`src/rtl/sync_link_sequencer_if.sv`:
```
// rtl/sync_link_sequencer_if.sv - link between the sequencer and the synchronizer it controls
interface sync_link_sequencer_if #(
    parameter int WIDTH = 1
);
    logic [WIDTH-1:0] sync_dout;
    logic             sync_stable;
    logic             sync_resetn;

    modport master (
        input  sync_dout,
        input  sync_stable,
        output sync_resetn
    );

    modport slave (
        output sync_dout,
        output sync_stable,
        input  sync_resetn
    );
endinterface

```
`src/rtl/sync_link_sequencer.sv`:
```
// rtl/sync_link_sequencer.sv - flushes a synchronizer, waits for it to settle, publishes qualified data
module sync_link_sequencer #(
    parameter int WIDTH          = 1,
    parameter int FLUSH_CYCLES   = 4,
    parameter int TIMEOUT_CYCLES = 256,
    parameter int GLITCH_LIMIT   = 8
) (
    input  logic                  clk,
    input  logic                  resetn,
    input  logic                  enable,
    input  logic                  fault_clear,
    sync_link_sequencer_if.master sync,
    output logic [WIDTH-1:0]      dout,
    output logic                  ready,
    output logic                  change,
    output logic                  fault,
    output logic [1:0]            fault_code
);

    localparam int FLUSH_C   = (FLUSH_CYCLES < 2) ? 2 : FLUSH_CYCLES;
    localparam int TIMEOUT_C = (TIMEOUT_CYCLES < 1) ? 1 : TIMEOUT_CYCLES;
    localparam int GLITCH_C  = (GLITCH_LIMIT < 1) ? 1 : GLITCH_LIMIT;

    localparam int FW = $clog2(FLUSH_C);
    localparam int TW = (TIMEOUT_C > 1) ? $clog2(TIMEOUT_C) : 1;
    localparam int GW = (GLITCH_C > 1) ? $clog2(GLITCH_C) : 1;

    localparam logic [FW-1:0] FLUSH_LAST   = FW'(FLUSH_C - 1);
    localparam logic [TW-1:0] TIMEOUT_LAST = TW'(TIMEOUT_C - 1);
    localparam logic [GW-1:0] GLITCH_LAST  = GW'(GLITCH_C - 1);

    localparam logic [1:0] CODE_NONE    = 2'b00;
    localparam logic [1:0] CODE_TIMEOUT = 2'b01;
    localparam logic [1:0] CODE_LOST    = 2'b10;

    typedef enum logic [2:0] {
        ST_IDLE,
        ST_FLUSH,
        ST_SETTLE,
        ST_RUN,
        ST_FAULT
    } state_t;

    state_t           state, state_nxt;
    logic [FW-1:0]    flush_cnt, flush_nxt;
    logic [TW-1:0]    timer, timer_nxt;
    logic [GW-1:0]    glitch_cnt, glitch_nxt;
    logic [WIDTH-1:0] dout_nxt;
    logic             change_nxt;
    logic [1:0]       code_nxt;

    always_ff @(posedge clk or negedge resetn) begin
        if (!resetn) begin
            state <= ST_IDLE;
        end else begin
            state <= state_nxt;
        end
    end

    always_ff @(posedge clk or negedge resetn) begin
        if (!resetn) begin
            flush_cnt  <= '0;
            timer      <= '0;
            glitch_cnt <= '0;
            dout       <= '0;
            change     <= 1'b0;
            fault_code <= CODE_NONE;
        end else begin
            flush_cnt  <= flush_nxt;
            timer      <= timer_nxt;
            glitch_cnt <= glitch_nxt;
            dout       <= dout_nxt;
            change     <= change_nxt;
            fault_code <= code_nxt;
        end
    end

    // Dropping enable outranks timeout and glitch detection so no fault is latched.
    always_comb begin
        state_nxt  = state;
        flush_nxt  = flush_cnt;
        timer_nxt  = timer;
        glitch_nxt = glitch_cnt;
        dout_nxt   = dout;
        change_nxt = 1'b0;
        code_nxt   = fault_code;
        case (state)
            ST_IDLE: begin
                dout_nxt = '0;
                if (enable) begin
                    state_nxt = ST_FLUSH;
                    flush_nxt = '0;
                end
            end
            ST_FLUSH: begin
                if (!enable) begin
                    state_nxt = ST_IDLE;
                end else if (flush_cnt == FLUSH_LAST) begin
                    state_nxt = ST_SETTLE;
                    timer_nxt = '0;
                end else begin
                    flush_nxt = flush_cnt + FW'(1);
                end
            end
            ST_SETTLE: begin
                if (!enable) begin
                    state_nxt = ST_IDLE;
                end else if (sync.sync_stable) begin
                    state_nxt  = ST_RUN;
                    dout_nxt   = sync.sync_dout;
                    glitch_nxt = '0;
                end else if (timer == TIMEOUT_LAST) begin
                    state_nxt = ST_FAULT;
                    code_nxt  = CODE_TIMEOUT;
                end else begin
                    timer_nxt = timer + TW'(1);
                end
            end
            ST_RUN: begin
                if (!enable) begin
                    state_nxt = ST_IDLE;
                end else if (sync.sync_stable) begin
                    dout_nxt   = sync.sync_dout;
                    change_nxt = (sync.sync_dout != dout);
                    glitch_nxt = '0;
                end else if (glitch_cnt == GLITCH_LAST) begin
                    state_nxt = ST_FAULT;
                    code_nxt  = CODE_LOST;
                end else begin
                    glitch_nxt = glitch_cnt + GW'(1);
                end
            end
            ST_FAULT: begin
                if (fault_clear) begin
                    state_nxt = ST_IDLE;
                    code_nxt  = CODE_NONE;
                end
            end
            default: begin
                state_nxt = ST_IDLE;
            end
        endcase
    end

    assign sync.sync_resetn = (state == ST_SETTLE) || (state == ST_RUN);
    assign ready            = (state == ST_RUN);
    assign fault            = (state == ST_FAULT);

endmodule

```
`src/flat_wrapper.sv`:
```
// flat-port wrapper written by rule: the top's interface ports become plain ports
module sync_link_sequencer_flat 
#(
    parameter int WIDTH          = 1,
    parameter int FLUSH_CYCLES   = 4,
    parameter int TIMEOUT_CYCLES = 256,
    parameter int GLITCH_LIMIT   = 8
)
  (clk, resetn, enable, fault_clear, dout, ready, change, fault, fault_code, sync_sync_dout, sync_sync_stable, sync_sync_resetn);
  sync_link_sequencer_if #(.WIDTH(WIDTH)) sync_i ();
  input  logic clk;
  input  logic resetn;
  input  logic enable;
  input  logic fault_clear;
  output logic [WIDTH-1:0] dout;
  output logic ready;
  output logic change;
  output logic fault;
  output logic [1:0] fault_code;
  input wire logic [$bits(sync_i.sync_dout)-1:0] sync_sync_dout;
  input wire logic [$bits(sync_i.sync_stable)-1:0] sync_sync_stable;
  output wire logic [$bits(sync_i.sync_resetn)-1:0] sync_sync_resetn;
  assign sync_i.sync_dout = sync_sync_dout;
  assign sync_i.sync_stable = sync_sync_stable;
  assign sync_sync_resetn = sync_i.sync_resetn;
  sync_link_sequencer #(.WIDTH(WIDTH), .FLUSH_CYCLES(FLUSH_CYCLES), .TIMEOUT_CYCLES(TIMEOUT_CYCLES), .GLITCH_LIMIT(GLITCH_LIMIT)) u_core (.clk(clk), .resetn(resetn), .enable(enable), .fault_clear(fault_clear), .sync(sync_i), .dout(dout), .ready(ready), .change(change), .fault(fault), .fault_code(fault_code));
endmodule
```
`config.mk`:
```
export PLATFORM = sky130hd
export DESIGN_NAME = sync_link_sequencer_flat
export DESIGN_NICKNAME = d
export VERILOG_FILES = /design/src/rtl/sync_link_sequencer_if.sv /design/src/rtl/sync_link_sequencer.sv /design/src/flat_wrapper.sv
export SDC_FILE = /design/constraint.sdc
export NUM_CORES = 1
export LEC_CHECK = 0
export ABC_AREA = 1
export ABC_CLOCK_PERIOD_IN_PS = 1300
export BUFFER_PORTS_ARGS = -buffer_cell sky130_fd_sc_hd__buf_2
export CAP_MARGIN = 25
export CORE_MARGIN = 10
export CORE_UTILIZATION = 54
export CTS_BUF_LIST = sky130_fd_sc_hd__clkbuf_4 sky130_fd_sc_hd__clkbuf_8
export CTS_CLUSTER_SIZE = 8
export DETAILED_ROUTE_END_ITERATION = 8
export GPL_TIMING_DRIVEN = 0
export PLACE_DENSITY_LB_ADDON = 0.15
export SETUP_SLACK_MARGIN = 0.05
export SKIP_LAST_GASP = 1
export SYNTH_ARGS = -nofsm -noshare
export SYNTH_HDL_FRONTEND = slang
export SYNTH_SLANG_ARGS = --single-unit
export TNS_END_PERCENT = 1
```
`constraint.sdc`:
```
create_clock -name clk -period 1.3 [get_ports clk]
set_input_delay 0.39 -clock clk [delete_from_list [all_inputs] [get_ports clk]]
set_output_delay 0.39 -clock clk [all_outputs]
set_load 0.02 [all_outputs]
```
==> impl_results.md, run 1 <==
* Hpwl dp at approximately 1900 microns
* Crit. End Element: output pin
* Power share of the sequential group at 31.4%
* Gate Count Post-Synth at 174
* Area grow syn2layout at 20.2%
* Vias at ~1200
* Most common cell after layout, fill and taps aside: nand2_1
* Syn Area/Cell at 7.41 sq um
* Sink Count at 20
* Worst-Margin Slew at 0.462 ns
* Worst Hold Class: input pin to async pin
* DR iter-0 viols at 60
* Slew margin rel. at 69.2%
* Seq/Total Area, Yosys at 38.8%
* Number of max-cap violations at 0
* Startpoint types: flip-flop
* Leakage at 0.000826 uW
* ANT nets after route at 0
* Most frequent cells in the layout: 59 x nand2_1, 18 x dfrtp_1, 14 x inv_1, 14 x nand3_1, 12 x nor2_1
* First-pass GRT wire length at between 4000 and 5000 microns
* Max-slew violation count at 0
* H-tree Lvls at 1
* Critical Path Fanout Max at 4
* DRT Pass-1 Iters at 4
* Root buf cell: clkbuf_4
* Reg2reg path depth at 8
* Achievable Freq at 0.641 GHz
* FILL cells at just under 200
* Ant diodes at 0
* Crit path DAT at 1.17 ns
* Pin count of the biggest net entering global routing at 21
* Ys Warns at 0
* Run status: finished with violations
* # nets final at 207
* Post-route worst setup slack at -0.260 ns
* Global placement routability congestion at 0.902
* Synthesized area at between 1000 and 1500 sq um
* Height of the die at 68.9 microns
* Hold_buf cts at 0
* Row cnt at 17
* Flop2flop setup slack at -0.19 ns
* Power density cells at 1750 nW/um^2
* Distinct cell type count of the synthesized netlist at 26
* Syn nets at between 150 and 200
* Post-place setup slack at -0.190 ns
* Internal at 1560 uW
* DR DRC count at 0
* Die W at 68.9 microns
* RSZ-0062 raised after global routing: true
* Clk pwr share at 19.0%
* CTS tree: done
* Initial core utilization at 57.8%
* Drt total wl at 2780 microns
* Core Region at approximately 2200 sq um
* Initial antenna violation count at 0
* Switching part of the total at a little over two fifths
* CTS max path bufs at 2
* FF+latch count, synth at 20
* Crit path kind: flip-flop to output pin
* Final setup fails at 19
* Number of global-route vias before repair at 1140
* Top-level I/O count at 13
* TritonCTS buffer count at 3
* Worst hold slack at 0.0114 ns
* # port buffers at 11
* Max rail drop VDD at 1.37 mV
* Critical Path RT at approximately 0.91 ns
* Grt ovf at 0
* Part of the cycle the worst path needs at 120%
* Placed cell count at roughly 210
* Final period demand of the worst path at 1.56 ns
* Final Non-Filler Cells at approximately 220
* WL/cell at around 12 microns
* Vias per cell at between 5 and 6
* Worst Skew at 0.0102 ns
* Worst-Skew Late Latency at 0.31 ns
* Fin. Hold Viols at 0
* Share of cells above drive strength 1 at 27.0%
* Net Sw Power at 1150 uW
* Comb pwr share at between 40% and 50%
* Register clock-pin slew on the reported worst setup and hold paths at between 0.1 and 0.15 ns
* Failing checks: setup timing
* GRT Overall Usage at 12.7%
* Die footprint at 4740 sq um
==> per-layer routing <==
metal / GRT usage [%] / part of all wire [%] / up-vias
li1: - / - / 601
met1: 15.3 / 45 / 538
met2: 20.8 / 50 / 18
met3: 2.90 / 3.8 / 4
met4: 5.91 / 0.97 / 0
met5: 0 / 0 / -
==> per-stage QoR <==
step                      cell area (sq um)  setup TNS (ns)  util, %  total power [uW]
after floorplan                        1290         -0.0975        -              1720
after global placement                 1390           -1.74     62.0              1950
after detailed placement               1390           -1.91     62.0              1970
after CTS                              1490           -3.13     66.7              2590
after global routing                   1550           -4.85     69.4              2920
final                                  1550           -2.96     69.4              2710
==> layout make-up <==
cell class,instances,area [sq um],area share [%]
Sequential cell,20,503,32.4
Clock buffer,3,22.5,1.45
Clock inverter,1,30.0,1.94
Timing Repair Buffer,17,111,7.18
Multi-Input combinational cell,135,762,49.2
Buffer,2,18.8,1.21
Inverter,18,67.6,4.36
Tap cell,28,35.0,2.26
==> critical path, cell delays in order, from the launching register on <==
cell	delay, ns
dfrtp_2	0.43
inv_2	0.08
nand2_2	0.10
inv_2	0.11
buf_4	0.15
==> power by group through the flow <==
stage	clock (uW)	combinational, uW	sequential (uW)
after floorplan	0	810	909
after global placement	0	1090	860
after detailed placement	0	1110	865
after CTS	524	1220	848
after global routing	542	1500	871
final	515	1340	853
==> what timing repair did <==
action	4_1_cts	5_1_grt
setup buffers	4	2
resized for setup	9	10
endpoints found under the setup margin	23	26
gates cloned	0	1
pin swaps	2	2
==> state kept, by name (all words and copies together) (netlist names) <==
| register | flops |
|---|---|
| u_core.glitch_cnt | 3 |
| u_core.dout | 1 |
| u_core.change | 1 |
| u_core.timer | 8 |
| u_core.flush_cnt | 2 |
| u_core.fault_code | 2 |
| u_core.state | 3 |
==> synth_stat cells <==
| cell type | number | area (sq um) |
|---|---|---|
| xnor2_1 | 1 | 8.76 |
| o21ai_4 | 1 | 16.3 |
| nor2_2 | 2 | 12.5 |
| inv_1 | 15 | 56.3 |
| a21oi_1 | 2 | 10.0 |
| a21oi_2 | 1 | 8.76 |
| xor2_1 | 1 | 8.76 |
| nor2_1 | 15 | 56.3 |
| ha_1 | 4 | 50.1 |
| o21ai_1 | 3 | 15.0 |
| nand3_4 | 2 | 35.0 |
| nor3b_1 | 2 | 15.0 |
| nand2_2 | 4 | 25.0 |
| buf_4 | 1 | 7.51 |
| nor2_4 | 4 | 45.0 |
| o21bai_1 | 1 | 7.51 |
| nand4_1 | 1 | 6.26 |
| mux2i_1 | 1 | 10.0 |
| nand2_1 | 63 | 236 |
| nand3_2 | 1 | 10.0 |
| o22ai_1 | 1 | 6.26 |
| buf_6 | 1 | 11.3 |
| nand3_1 | 14 | 70.1 |
| dfrtp_1 | 20 | 500 |
| o21ai_0 | 10 | 50.1 |
| inv_2 | 3 | 11.3 |
==> cells by family after synthesis <==
group | synth area share, %
AND/OR/NAND/NOR | 39.7
buffers and inverters | 6.69
flip-flops | 38.8
AO/OA/AOI/OAI | 8.83
adder cells (fa/ha/maj) | 3.88
XOR/XNOR | 1.36
multiplexers | 0.776
==> path summary, 6_finish.rpt <==
| path | endpoint | start |
|---|---|---|
| max in group asynchronous | u_core.state[2]$_DFFE_PN0P_ | resetn |
| worst min register to register | u_core.fault_code[1]$_DFFE_PN0P_ | u_core.fault_code[1]$_DFFE_PN0P_ |
| worst max-delay path | sync_sync_resetn | u_core.state[2]$_DFFE_PN0P_ |
| worst max register to register | u_core.timer[5]$_DFFE_PN0P_ | u_core.state[0]$_DFFE_PN0P_ |
| min in group clk | u_core.dout$_DFFE_PN0P_ | sync_sync_dout |
| worst min-delay path | u_core.timer[4]$_DFFE_PN0P_ | resetn |
(Power assumes the default switching activity.)
==> run 2, diff against run 1 <==
SKIP_LAST_GASP = unset   (was 1)
==> impl_results.md, run 2 (synthesis results as in run 1) <==
* Max reg flops at 8 (unchanged)
* Initial core utilization at 57.8% (unchanged)
* First-pass GRT wire length at 4770 microns (-0.58%)
* Area grow syn2layout at 23.8%
* TritonCTS buffer count at 3 (unchanged)
* Max rail drop VDD at 1.41 mV (+3.2%)
* # port buffers at 11 (unchanged)
* Worst hold slack at 0.0134 ns (+0.00202 ns)
* # nets final at 207 (unchanged)
* Setup TNS Final at -2.58 ns (+0.388 ns)
* Pin count of the biggest net entering global routing at 21 (unchanged)
* DR top layer: met4
* Placed cell count at 213 (unchanged)
* Most frequent cells in the layout: 58 x nand2_1, 18 x dfrtp_1, 14 x nand3_1, 13 x inv_1, 11 x nor2_1
* Register clock-pin slew on the reported worst setup and hold paths at 0.12 ns (about the same)
* DR DRC count at 0 (unchanged)
* Fin. Hold Viols at 0 (unchanged)
* Slew margin rel. at 69.5% (+0.26 points)
* CTS tree: done
* Achievable Freq at 0.639 GHz (-0.28%)
* Leakage at 0.000844 uW (+2.3%)
* DRT Pass-1 Iters at 4 (unchanged)
* Part of the cycle the worst path needs at 120% (+0.33 points)
* Global placement routability congestion at 0.902 (unchanged)
* Reg with most FFs: u_core.timer
* Startpoint types: flip-flop
* Crit path DAT at 1.17 ns (about the same)
* Number of global-route vias before repair at 1131 (-0.79%)
* Root buf cell: clkbuf_4
* Vias per cell at 5.38 (+3.7%)
* Core Region at 2230 sq um (unchanged)
* Reg2reg path depth at 8 (unchanged)
* Worst-Skew Late Latency at 0.31 ns (about the same)
* Number of max-cap violations at 0 (unchanged)
* Final setup fails at 18 (-1)
* Met2 wire length at 1420 microns (+1.7%)
* Critical Path Fanout Max at 5 (+1)
* Power density cells at 1760 nW/um^2 (+0.69%)
* Hold_buf cts at 0 (unchanged)
* ANT nets after route at 0 (unchanged)
* Row cnt at 17 (unchanged)
* Most common cell after layout, fill and taps aside: nand2_1
* Share of cells above drive strength 1 at 29.6% (+2.6 points)
* Metal3 WL at 170 microns (+62%)
* Vias at 1204 (+3.7%)
* Final period demand of the worst path at 1.56 ns (+0.00431 ns)
* Crit. End Element: output pin
* Hpwl dp at 1910 microns (unchanged)
* Grt ovf at 0 (unchanged)
* Run status: finished with violations
* Crit path kind: flip-flop to output pin
* Critical Path RT at 0.91 ns (about the same)
* Ant diodes at 0 (unchanged)
* FILL cells at 180 (-7.2%)
* Die footprint at 4740 sq um (unchanged)
* Worst Skew at 0.00830 ns (-0.00195 ns)
* Worst-Margin Slew at 0.458 ns (-0.00396 ns)
* Height of the die at 68.9 microns (unchanged)
* Initial antenna violation count at 0 (unchanged)
* H-tree Lvls at 1 (unchanged)
* Failing checks: setup timing
* WL/cell at 12.5 microns (+1.2%)
* DR iter-0 viols at 61 (+1.7%)
* Met1 WL at 1200 microns (-4.2%)
* Sink Count at 20 (unchanged)
* Worst Hold Class: input pin to async pin
* Regs by FF count: u_core.timer: 8 flops, u_core.glitch_cnt: 3 flops, u_core.state: 3 flops
* Post-route worst setup slack at -0.264 ns (-0.00431 ns)
* Final Non-Filler Cells at 224 (unchanged)
* GRT Overall Usage at 12.6% (-0.033 points)
* CTS max path bufs at 2 (unchanged)
* Top-level I/O count at 13 (unchanged)
* RSZ-0062 raised after global routing: true
* Max-slew violation count at 0 (unchanged)
* Drt total wl at 2810 microns (+1.2%)
* Die W at 68.9 microns (unchanged)
## run 2: power breakdown
| part | switching [uW] | internal (uW) |
|---|---|---|
| Sequential | 108 | 754 |
| Clock | 200 | 312 |
| Combinational | 885 | 554 |
## run 2: area by class of cell
| class | instances | area (sq um) | share of cell area (%) |
|---|---|---|---|
| buffer | 2 | 18.8 | 1.18 |
| clock buffer | 3 | 22.5 | 1.41 |
| clock inverter | 1 | 30.0 | 1.88 |
| inverter | 18 | 70.1 | 4.39 |
| multi-input combinational | 135 | 787 | 49.3 |
| sequential | 20 | 503 | 31.5 |
| tap | 28 | 35.0 | 2.19 |
| timing repair buffer | 17 | 130 | 8.15 |
## run 2: critical path, cell delays in order (launching register included)
cell and delay (ns):
dfrtp_2 0.48, nand2_2 0.15, inv_2 0.08, buf_4 0.16
## run 2: path summary, 6_finish.rpt
path | from | slack (ns) | endpoint
max in group asynchronous | resetn | 0.94 | u_core.state[2]$_DFFE_PN0P_
setup reg to reg | u_core.state[0]$_DFFE_PN0P_ | -0.18 | u_core.timer[2]$_DFFE_PN0P_
hold reg to reg | u_core.fault_code[1]$_DFFE_PN0P_ | 0.49 | u_core.fault_code[1]$_DFFE_PN0P_
min in group clk | sync_sync_dout | 0.33 | u_core.dout$_DFFE_PN0P_
hold / removal | resetn | 0.01 | u_core.timer[4]$_DFFE_PN0P_
setup / recovery | u_core.state[1]$_DFFE_PN0P_ | -0.26 | sync_sync_resetn
## run 2: layer usage
layer  GRT usage (%)  vias up
met5               0        -
met3            3.06        4
li1                -      601
met4            5.91        0
met2            20.8       43
met1            15.1      556
## run 2: stage by stage
step	total power, uW	cell area [sq um]	utilization (%)	worst slack, ns
floorplan	1720	1290	-	-0.0244
global placement	1950	1390	62.0	-0.188
detailed placement	1970	1390	62.0	-0.190
CTS	2630	1510	67.4	-0.251
global route	3010	1600	71.5	-0.297
finish	2810	1600	71.5	-0.264
## run 2: repair_timing
action	CTS	global route
gates cloned	0	1
pin swaps	4	2
hold endpoints to repair	0	0
setup endpoints to repair	23	26
gates resized for setup	17	19
setup buffers	4	2
